[src/rtl/exe_div_sequencer.sv]
// ----------------------------------------------------------------------------
// exe_div_sequencer
//   Multi-cycle divider for MIPS DIV/DIVU in the EXE stage. It runs a
//   DIV_WIDTH-iteration restoring divide on operand magnitudes, applies the
//   sign fix-up, and then holds quotient (LO) and remainder (HI) until the
//   downstream stage acknowledges them.
//
// Ports
//   clk, rst        clock, synchronous active-high reset
//   EXE_DivStart    request valid
//   EXE_DivSigned   1 = DIV (signed), 0 = DIVU
//   EXE_Dividend    rs operand, captured on accept
//   EXE_Divisor     rt operand, captured on accept
//   EXE_Flush       abort whatever is in flight; return to IDLE
//   EXE_DivAck      downstream consumes the result this cycle
//   EXE_DivBusy     stall request to pipeline control (combinational)
//   EXE_DivDone     result valid
//   EXE_DivQuot     quotient, to LO
//   EXE_DivRem      remainder, to HI
//
// Handshake
//   Request side: a request is accepted in any cycle where EXE_DivStart=1,
//   EXE_Flush=0 and the unit is in IDLE, or in DONE with EXE_DivAck=1.
//   EXE_DivBusy rises in that same cycle. Result side: EXE_DivDone is the
//   valid and EXE_DivAck the ready; the result is held stable while
//   EXE_DivDone=1 and EXE_DivAck=0, and is consumed on the cycle both are 1.
// ----------------------------------------------------------------------------
module exe_div_sequencer #(
  parameter int DIV_WIDTH = 32
) (
  input  logic                 clk,
  input  logic                 rst,
  input  logic                 EXE_DivStart,
  input  logic                 EXE_DivSigned,
  input  logic [DIV_WIDTH-1:0] EXE_Dividend,
  input  logic [DIV_WIDTH-1:0] EXE_Divisor,
  input  logic                 EXE_Flush,
  input  logic                 EXE_DivAck,
  output logic                 EXE_DivBusy,
  output logic                 EXE_DivDone,
  output logic [DIV_WIDTH-1:0] EXE_DivQuot,
  output logic [DIV_WIDTH-1:0] EXE_DivRem
);

  localparam int CW = $clog2(DIV_WIDTH) + 1;

  localparam logic [1:0] S_IDLE = 2'd0;
  localparam logic [1:0] S_CALC = 2'd1;
  localparam logic [1:0] S_FIX  = 2'd2;
  localparam logic [1:0] S_DONE = 2'd3;

  logic [1:0]           state;
  logic [CW-1:0]        counter;
  // Dividend magnitude shifts out of the top while quotient bits shift in
  // at the bottom, so one register holds both.
  logic [DIV_WIDTH-1:0] quo_dvd;
  logic [DIV_WIDTH:0]   prem;
  logic [DIV_WIDTH-1:0] dsr_mag;
  logic                 signed_op;
  logic                 dvd_sign;
  logic                 dsr_sign;
  logic                 no_fix;

  logic                 accept;
  logic                 in_dvd_neg;
  logic                 in_dsr_neg;
  logic [DIV_WIDTH-1:0] in_dvd_abs;
  logic [DIV_WIDTH-1:0] in_dsr_abs;
  logic [DIV_WIDTH:0]   shifted;
  logic [DIV_WIDTH:0]   trial;
  logic [DIV_WIDTH-1:0] fix_q;
  logic [DIV_WIDTH-1:0] fix_r;

  always_comb begin
    accept = EXE_DivStart && !EXE_Flush &&
             ((state == S_IDLE) || ((state == S_DONE) && EXE_DivAck));
    EXE_DivBusy = (state == S_CALC) || (state == S_FIX) || accept;

    in_dvd_neg = EXE_DivSigned && EXE_Dividend[DIV_WIDTH-1];
    in_dsr_neg = EXE_DivSigned && EXE_Divisor[DIV_WIDTH-1];
    in_dvd_abs = in_dvd_neg ? -EXE_Dividend : EXE_Dividend;
    in_dsr_abs = in_dsr_neg ? -EXE_Divisor  : EXE_Divisor;

    // Restoring step: the sign bit of the (DIV_WIDTH+1)-bit trial result
    // says whether the divisor fit.
    shifted = {prem[DIV_WIDTH-1:0], quo_dvd[DIV_WIDTH-1]};
    trial   = shifted - {1'b0, dsr_mag};

    fix_q = (signed_op && (dvd_sign ^ dsr_sign)) ? -quo_dvd : quo_dvd;
    fix_r = (signed_op && dvd_sign) ? -prem[DIV_WIDTH-1:0] : prem[DIV_WIDTH-1:0];
  end

  always_ff @(posedge clk) begin
    if (rst) begin
      state       <= S_IDLE;
      counter     <= '0;
      quo_dvd     <= '0;
      prem        <= '0;
      dsr_mag     <= '0;
      signed_op   <= 1'b0;
      dvd_sign    <= 1'b0;
      dsr_sign    <= 1'b0;
      no_fix      <= 1'b0;
      EXE_DivDone <= 1'b0;
      EXE_DivQuot <= '0;
      EXE_DivRem  <= '0;
    end else if (EXE_Flush) begin
      // Result registers keep their last values: HI/LO is never written
      // without a completed divide.
      state       <= S_IDLE;
      counter     <= '0;
      EXE_DivDone <= 1'b0;
    end else if (accept) begin
      signed_op   <= EXE_DivSigned;
      dvd_sign    <= in_dvd_neg;
      dsr_sign    <= in_dsr_neg;
      dsr_mag     <= in_dsr_abs;
      EXE_DivDone <= 1'b0;
      if (EXE_Divisor == '0) begin
        // Divide by zero skips the iterations: all-ones quotient and the
        // raw dividend as remainder, with no sign fix-up.
        no_fix  <= 1'b1;
        quo_dvd <= '1;
        prem    <= {1'b0, EXE_Dividend};
        counter <= '0;
        state   <= S_FIX;
      end else begin
        no_fix  <= 1'b0;
        quo_dvd <= in_dvd_abs;
        prem    <= '0;
        counter <= CW'(DIV_WIDTH);
        state   <= S_CALC;
      end
    end else begin
      case (state)
        S_CALC: begin
          if (!trial[DIV_WIDTH]) begin
            prem    <= trial;
            quo_dvd <= {quo_dvd[DIV_WIDTH-2:0], 1'b1};
          end else begin
            prem    <= shifted;
            quo_dvd <= {quo_dvd[DIV_WIDTH-2:0], 1'b0};
          end
          counter <= counter - CW'(1);
          if (counter == CW'(1)) state <= S_FIX;
        end
        S_FIX: begin
          EXE_DivQuot <= no_fix ? quo_dvd : fix_q;
          EXE_DivRem  <= no_fix ? prem[DIV_WIDTH-1:0] : fix_r;
          EXE_DivDone <= 1'b1;
          state       <= S_DONE;
        end
        S_DONE: begin
          if (EXE_DivAck) begin
            EXE_DivDone <= 1'b0;
            state       <= S_IDLE;
          end
        end
        default: state <= S_IDLE;
      endcase
    end
  end

endmodule
[config.mk]
export PLATFORM = sky130hd
export DESIGN_NAME = exe_div_sequencer
export DESIGN_NICKNAME = d
export VERILOG_FILES = /design/src/rtl/exe_div_sequencer.sv
export SDC_FILE = /design/constraint.sdc
export NUM_CORES = 1
export LEC_CHECK = 0
export ABC_AREA = 1
export BUFFER_PORTS_ARGS = -buffer_cell sky130_fd_sc_hd__buf_4
export CAP_MARGIN = 20
export CELL_PAD_IN_SITES_DETAIL_PLACEMENT = 0
export CELL_PAD_IN_SITES_GLOBAL_PLACEMENT = 2
export CORE_UTILIZATION = 32
export DETAILED_ROUTE_END_ITERATION = 7
export GPL_TIMING_DRIVEN = 0
export PLACE_DENSITY_LB_ADDON = 0.25
export SYNTH_ARGS = -nofsm -noshare
export SYNTH_HDL_FRONTEND = slang
export SYNTH_SLANG_ARGS = --single-unit
[constraint.sdc]
create_clock -name clk -period 2.8 [get_ports clk]
set_input_delay 0.42 -clock clk [delete_from_list [all_inputs] [get_ports clk]]
set_output_delay 0.42 -clock clk [all_outputs]
set_load 0.01 [all_outputs]
Word level (Yosys, flattened, before mapping)
Cells that the tools add are included.
- flip-flop bits (word level): 173
- $add $sub $neg: 6
- reduce and logical (&&, ||, !) cells: 22
- bitwise gates (word level): 3
- equal/unequal tests: 7
- muxes and demuxes: 25
- operators with widths (cell ; count):
    32-bit 2-to-1 mux ; 13
    32-bit negation ; 4
    33-bit by 32-bit subtractor with 33-bit output ; 1
    32-bit zero test ; 1
    6-bit 2-to-1 mux ; 3
    2-bit 2-to-1 mux ; 4
    2-bit AND reduction ; 4
    1-bit logical AND ; 7
    6-bit by 1-bit == test with 1-bit output, second input constant ; 1
    2-bit case mux with 3 select lines ; 1
    6-bit by 1-bit subtractor with 6-bit output, second input constant ; 1
    2-bit == test, second input constant ; 2
    2-bit nonzero test ; 2
    1-bit logical OR ; 3
    1-bit 2-to-1 mux ; 3
    3-bit by 2-bit inequality test with 1-bit output, second input constant ; 1
    3-bit inequality test, second input constant ; 1
    3-bit AND reduction ; 1
    3-bit OR reduction ; 1
    2-bit by 1-bit == test with 1-bit output, second input constant ; 1
    2-bit zero test ; 1
    2-bit inequality test, second input constant ; 1
    1-bit inverter ; 2
    1-bit case mux with 2 select lines ; 1
    3 further kinds ; 3

Depth between registers and ports, before layout
- depth in word-level cells: 6
- depth in mapped cells: 19

Least setup slack after synthesis
OpenSTA, ideal clock, no wires.
- kind: register -> register
- from: reg quo_dvd[31]
- to: reg prem[12]
- cell stages (with the launch flop): 19
- setup slack: 0.507 ns
- arrival time: 2.171 ns
- cells stage by stage: dfxtp_1 -> inv_1 -> ha_1 -> fa_1 -> inv_1 -> nand3_1 -> nand2_4 -> nand2_2 -> nand2_2 -> nand2_2 -> nand2_2 -> nand2_4 -> nand2_4 -> nand2_4 -> nand2_4 -> buf_6 -> nand2_2 -> nand3_2 -> a21oi_2
- cells in the longest elaborated chain, start to end: 4
- RTL lines (element ; RTL line ; RTL):
    start: declaration ; 56 ; logic [DIV_WIDTH-1:0] quo_dvd;
    start signal: assignment ; 129 ; quo_dvd <= in_dvd_abs;
    start signal: assignment ; 139 ; quo_dvd <= {quo_dvd[DIV_WIDTH-2:0], 1'b1};
    start signal: assignment ; 142 ; quo_dvd <= {quo_dvd[DIV_WIDTH-2:0], 1'b0};
    33-bit by 32-bit subtractor with 33-bit output ; 87 ; trial = shifted - {1'b0, dsr_mag};
    32-bit 2-to-1 mux ; 137 ; if (!trial[DIV_WIDTH]) begin
    32-bit 2-to-1 mux ; 135 ; case (state)
    32-bit 2-to-1 mux ; 113 ; end else if (accept) begin
    end signal: assignment ; 124 ; prem <= {1'b0, EXE_Dividend};
    end signal: assignment ; 138 ; prem <= trial;
    end signal: assignment ; 141 ; prem <= shifted;
    end: declaration ; 57 ; logic [DIV_WIDTH:0] prem;
No other way between the ends. The select of a mux whose other input is x is not followed.
A chain may end at the register's enable or synchronous reset.

Worst setup path after layout
- from: reg quo_dvd[31]
- to: reg prem[11]
The elaborated chain is that of the path after synthesis.

==> impl_results.md <==
* First-pass DRT Iterations at 6
* Synth Area in Simple Gates at around a third
* Total grt overflow at 0
* Multi-input gate area at between 8000 and 9000 um2
* Worst min path class: input pin to flip-flop
* Worst-Margin Slew at 0.905 ns
* Max-slew violation count at 0
* Top sig layer: met4
* DRT iter0 DRCs at between 1000 and 1500
* Synth top area share at ~25%
* FMAX at between 300 and 400 MHz
* Hold buffers post-CTS at 0
* Die span in x at approximately 210 um
* Mapped Avg Cell Area at roughly 6 um2
* Num ports at approximately 140
* RR Endpoint: prem[11]
* Multiplexer share of the synthesized area at 0%
* Worst path cell trace: inv_1 -> ha_2 -> fa_2 -> inv_2 -> nand3_1 -> nand2_4 -> nand2_2 -> nand2_2 -> nand2_2 -> nand2_2 -> nand2_4 -> nand2_4 -> nand2_4 -> nand2_4 -> buf_8 -> nand2_2 -> nand3_2 -> a21oi_2
* Clock sink count at about 170
* Sequential share of the synthesized area at about a quarter
* Rows at 75
* Slowest stage cell on the critical path: dfxtp_2
* Synth Area in XOR/XNOR at 5.62%
* Cts bufs inserted at 17
* Max IR drop VDD at approximately 280 uV
* Antenna Nets Post-Route at 0
* First-pass GRT wire length at slightly below 90 mm
* Met1 Routed Length at about 28 mm
* Hold WS at about 0.25 ns
* Met3 wire len at 2.78 mm
* Number of fillers in the final layout at around 4700
* Synth Net Count at about 2400
* Post-synth top flop: dfxtp_1
* Syn. warnings at 0
* Antenna cell count at 0
* Worst-path fanout max at 10
* Max cap viols at 0
* Vias at 14900
* Period utilisation layout at 94.1%
* Util after Layout at 38.0%
* Vias in the first global route at 14400
* Post-synth EDFFs at 0
* Initial core utilization at between 30 and 40%
* Layout cells sized above 1 at between 10 and 15%
* CP peak stage delay at approximately 0.38 ns
* Yosys reg bits at 173
* PortBufs at about 140
* Worst Min Path Start: EXE_Divisor[1]
* Clk slew on worst S/H paths at approximately 0.07 ns
* Compound-cell area share of the yosys netlist at 17.5%
* RePlAce Congestion at between 0.9 and 1
* Number of remaining DRC errors at 0
* Initial antenna violation count at 0
* H-tree levels at 4
* Die height at 209 um
* Core area at 42100 um2
* Clk root buf: clkbuf_16
* Synth Instances at 2259
* CP Capture Type: flip-flop
* Worst rel slew slack at between 30% and 40%
* Min-Delay Path Depth at 3
* CP Class: flip-flop to flip-flop
* Synth Area in Adders at about 4%
* Leading area contributor after synthesis: dfxtp_1
* Final Worst Setup Slack at roughly 0.16 ns
* Flip-flop and latch area at about 3500 um2
* Pre-CTS setup slack at -0.0346 ns
* CP top delay family: simple AND/OR/NAND/NOR gates
* Largest net degree at the start of global routing at 19
* RSZ-0062 raised after global routing: no
* Count leader, synth: nand2_1
* Netlist cell types at 50
* CTS tree: done
* Data required, critical path at 3.15 ns
* Endpoints failing hold at 0
* Status: finished, final reports clean
* Reg2Reg Setup Slack at between 0.15 and 0.2 ns
* Worst R2R Start: quo_dvd[31]
* Via density at 5.03
* Synth top cells by count: 534 x nand2_1, 353 x inv_1, 227 x nor2_1
* WL/cell at between 15 and 20 um
* Synth area leaders: dfxtp_1 25%, nand2_1 15%, inv_1 9.7%, a21oi_1 6.5%, nor2_1 6.2%
* Reg2reg path depth at 18
* # setup viols final at 0
* Die area at approximately 44000 um2
* Area growth syn-to-layout at 16.8%
* Async SR Flop Fraction at 0%
* Buffers and inverters on the worst path at 3
* Total GRT Usage at 27.0%
* Crit start category: flip-flop
* Lkg Pwr at 8.00 nW
* WHS Endpoint: dsr_mag[1]
* Hpwl dp at 49.1 mm
* Synth Cell Area at between 10000 and 15000 um2
* # nets final at 2529
* CP arrival at slightly below 3 ns
* Largest family of logic cells by synthesized area: simple AND/OR/NAND/NOR gates
* Fin crit period at between 2 and 3 ns
* Final wirelength at a little under 60 mm
* Clk_lat worst skew at 0.47 ns
* Deepest clock path buffer count at 2
* Worst Clk Skew at 0.0140 ns
* Met2 WL at 26.0 mm
* Power per cell area at 542 nW/um2
placed cells by master, fill, tap and decap left out, types with 10 or more instances in the layout:
cell	instances
inv_1	352
nor3_1	29
o21ai_0	167
o21ai_1	11
xor2_1	75
nand3_1	165
nand2_1	533
buf_2	21
nand3_2	14
xnor2_1	13
o21bai_1	10
a21oi_1	178
clkbuf_1	41
o211ai_1	15
nand2_2	22
ha_1	42
nand4_1	30
buf_4	138
inv_2	16
o21a_1	13
a21oi_2	15
dfxtp_1	172
clkbuf_16	17
nor2_1	227
cell families after synthesis:
| kind of cell | count (synthesis) |
|---|---|
| xor gates and xnor gates | 88 |
| AOI/OAI and AO/OA | 435 |
| and+or+nand+nor | 1066 |
| DFF | 173 |
| buffers and inverters | 453 |
| adders and majority gates | 44 |
sequential cells by signal (all words and copies together), names as in the netlist, 2 cells and up:
name and flops:
EXE_DivQuot 32, state 2, dsr_mag 32, counter 6, EXE_DivRem 32, quo_dvd 32
prem 32
metal layers:
metal	vias up	GRT usage [%]
li1	7538	-
met1	6944	37.1
met2	374	43.2
met3	69	4.07
met4	0	8.72
met5	-	0
how the worst max path moves through the flow:
stage	startpoint	depth (start not counted)	slack, ns	end
4_1_cts	quo_dvd[31]	18	0.02	prem[11]
2_1_floorplan	quo_dvd[31]	18	0.51	prem[12]
3_5_place_dp	quo_dvd[31]	18	-0.03	prem[11]
3_3_place_gp	quo_dvd[31]	18	-0.03	prem[16]
5_1_grt	quo_dvd[31]	19	0.007	quo_dvd[0]
6_report	quo_dvd[31]	18	0.16	prem[11]
timing repair:
| item | CTS | global route |
|---|---|---|
| pin swaps | 0 | 2 |
| setup buffers | 0 | 2 |
| resized for setup | 6 | 10 |
| setup endpoints to repair | 32 | 29 |
layout make-up:
type	instances	share of cell area, %
clock buffer	17	2.66
multi-input combinational	1633	52.9
buffer	82	2.65
inverter	371	8.70
sequential	173	21.6
tap	539	4.21
clock inverter	15	0.867
timing repair buffer	137	6.42
power by group:
group,switching [mW],internal (mW)
clock network,1.21,1.18
logic,2.39,1.15
registers,0.169,2.59
worst min-delay path, cell delays in order:
cell	delay, ns
buf_4	0.12
nand2_1	0.06
a31oi_1	0.07
metrics by stage:
| step | instance area, um2 | TNS, ns | total power, mW | instances |
|---|---|---|---|---|
| 2_1_floorplan | 13700 | 0 | 5.16 | 2259 |
| 3_3_place_gp | 15400 | -0.222 | 6.31 | 2933 |
| 3_5_place_dp | 15400 | -0.270 | 6.32 | 2933 |
| 4_1_cts | 16000 | 0 | 8.72 | 2965 |
| 5_1_grt | 16000 | 0 | 9.27 | 2967 |
| 6_report | 16000 | 0 | 8.68 | 2967 |
No activity file was read; power rests on OpenSTA's default activity.
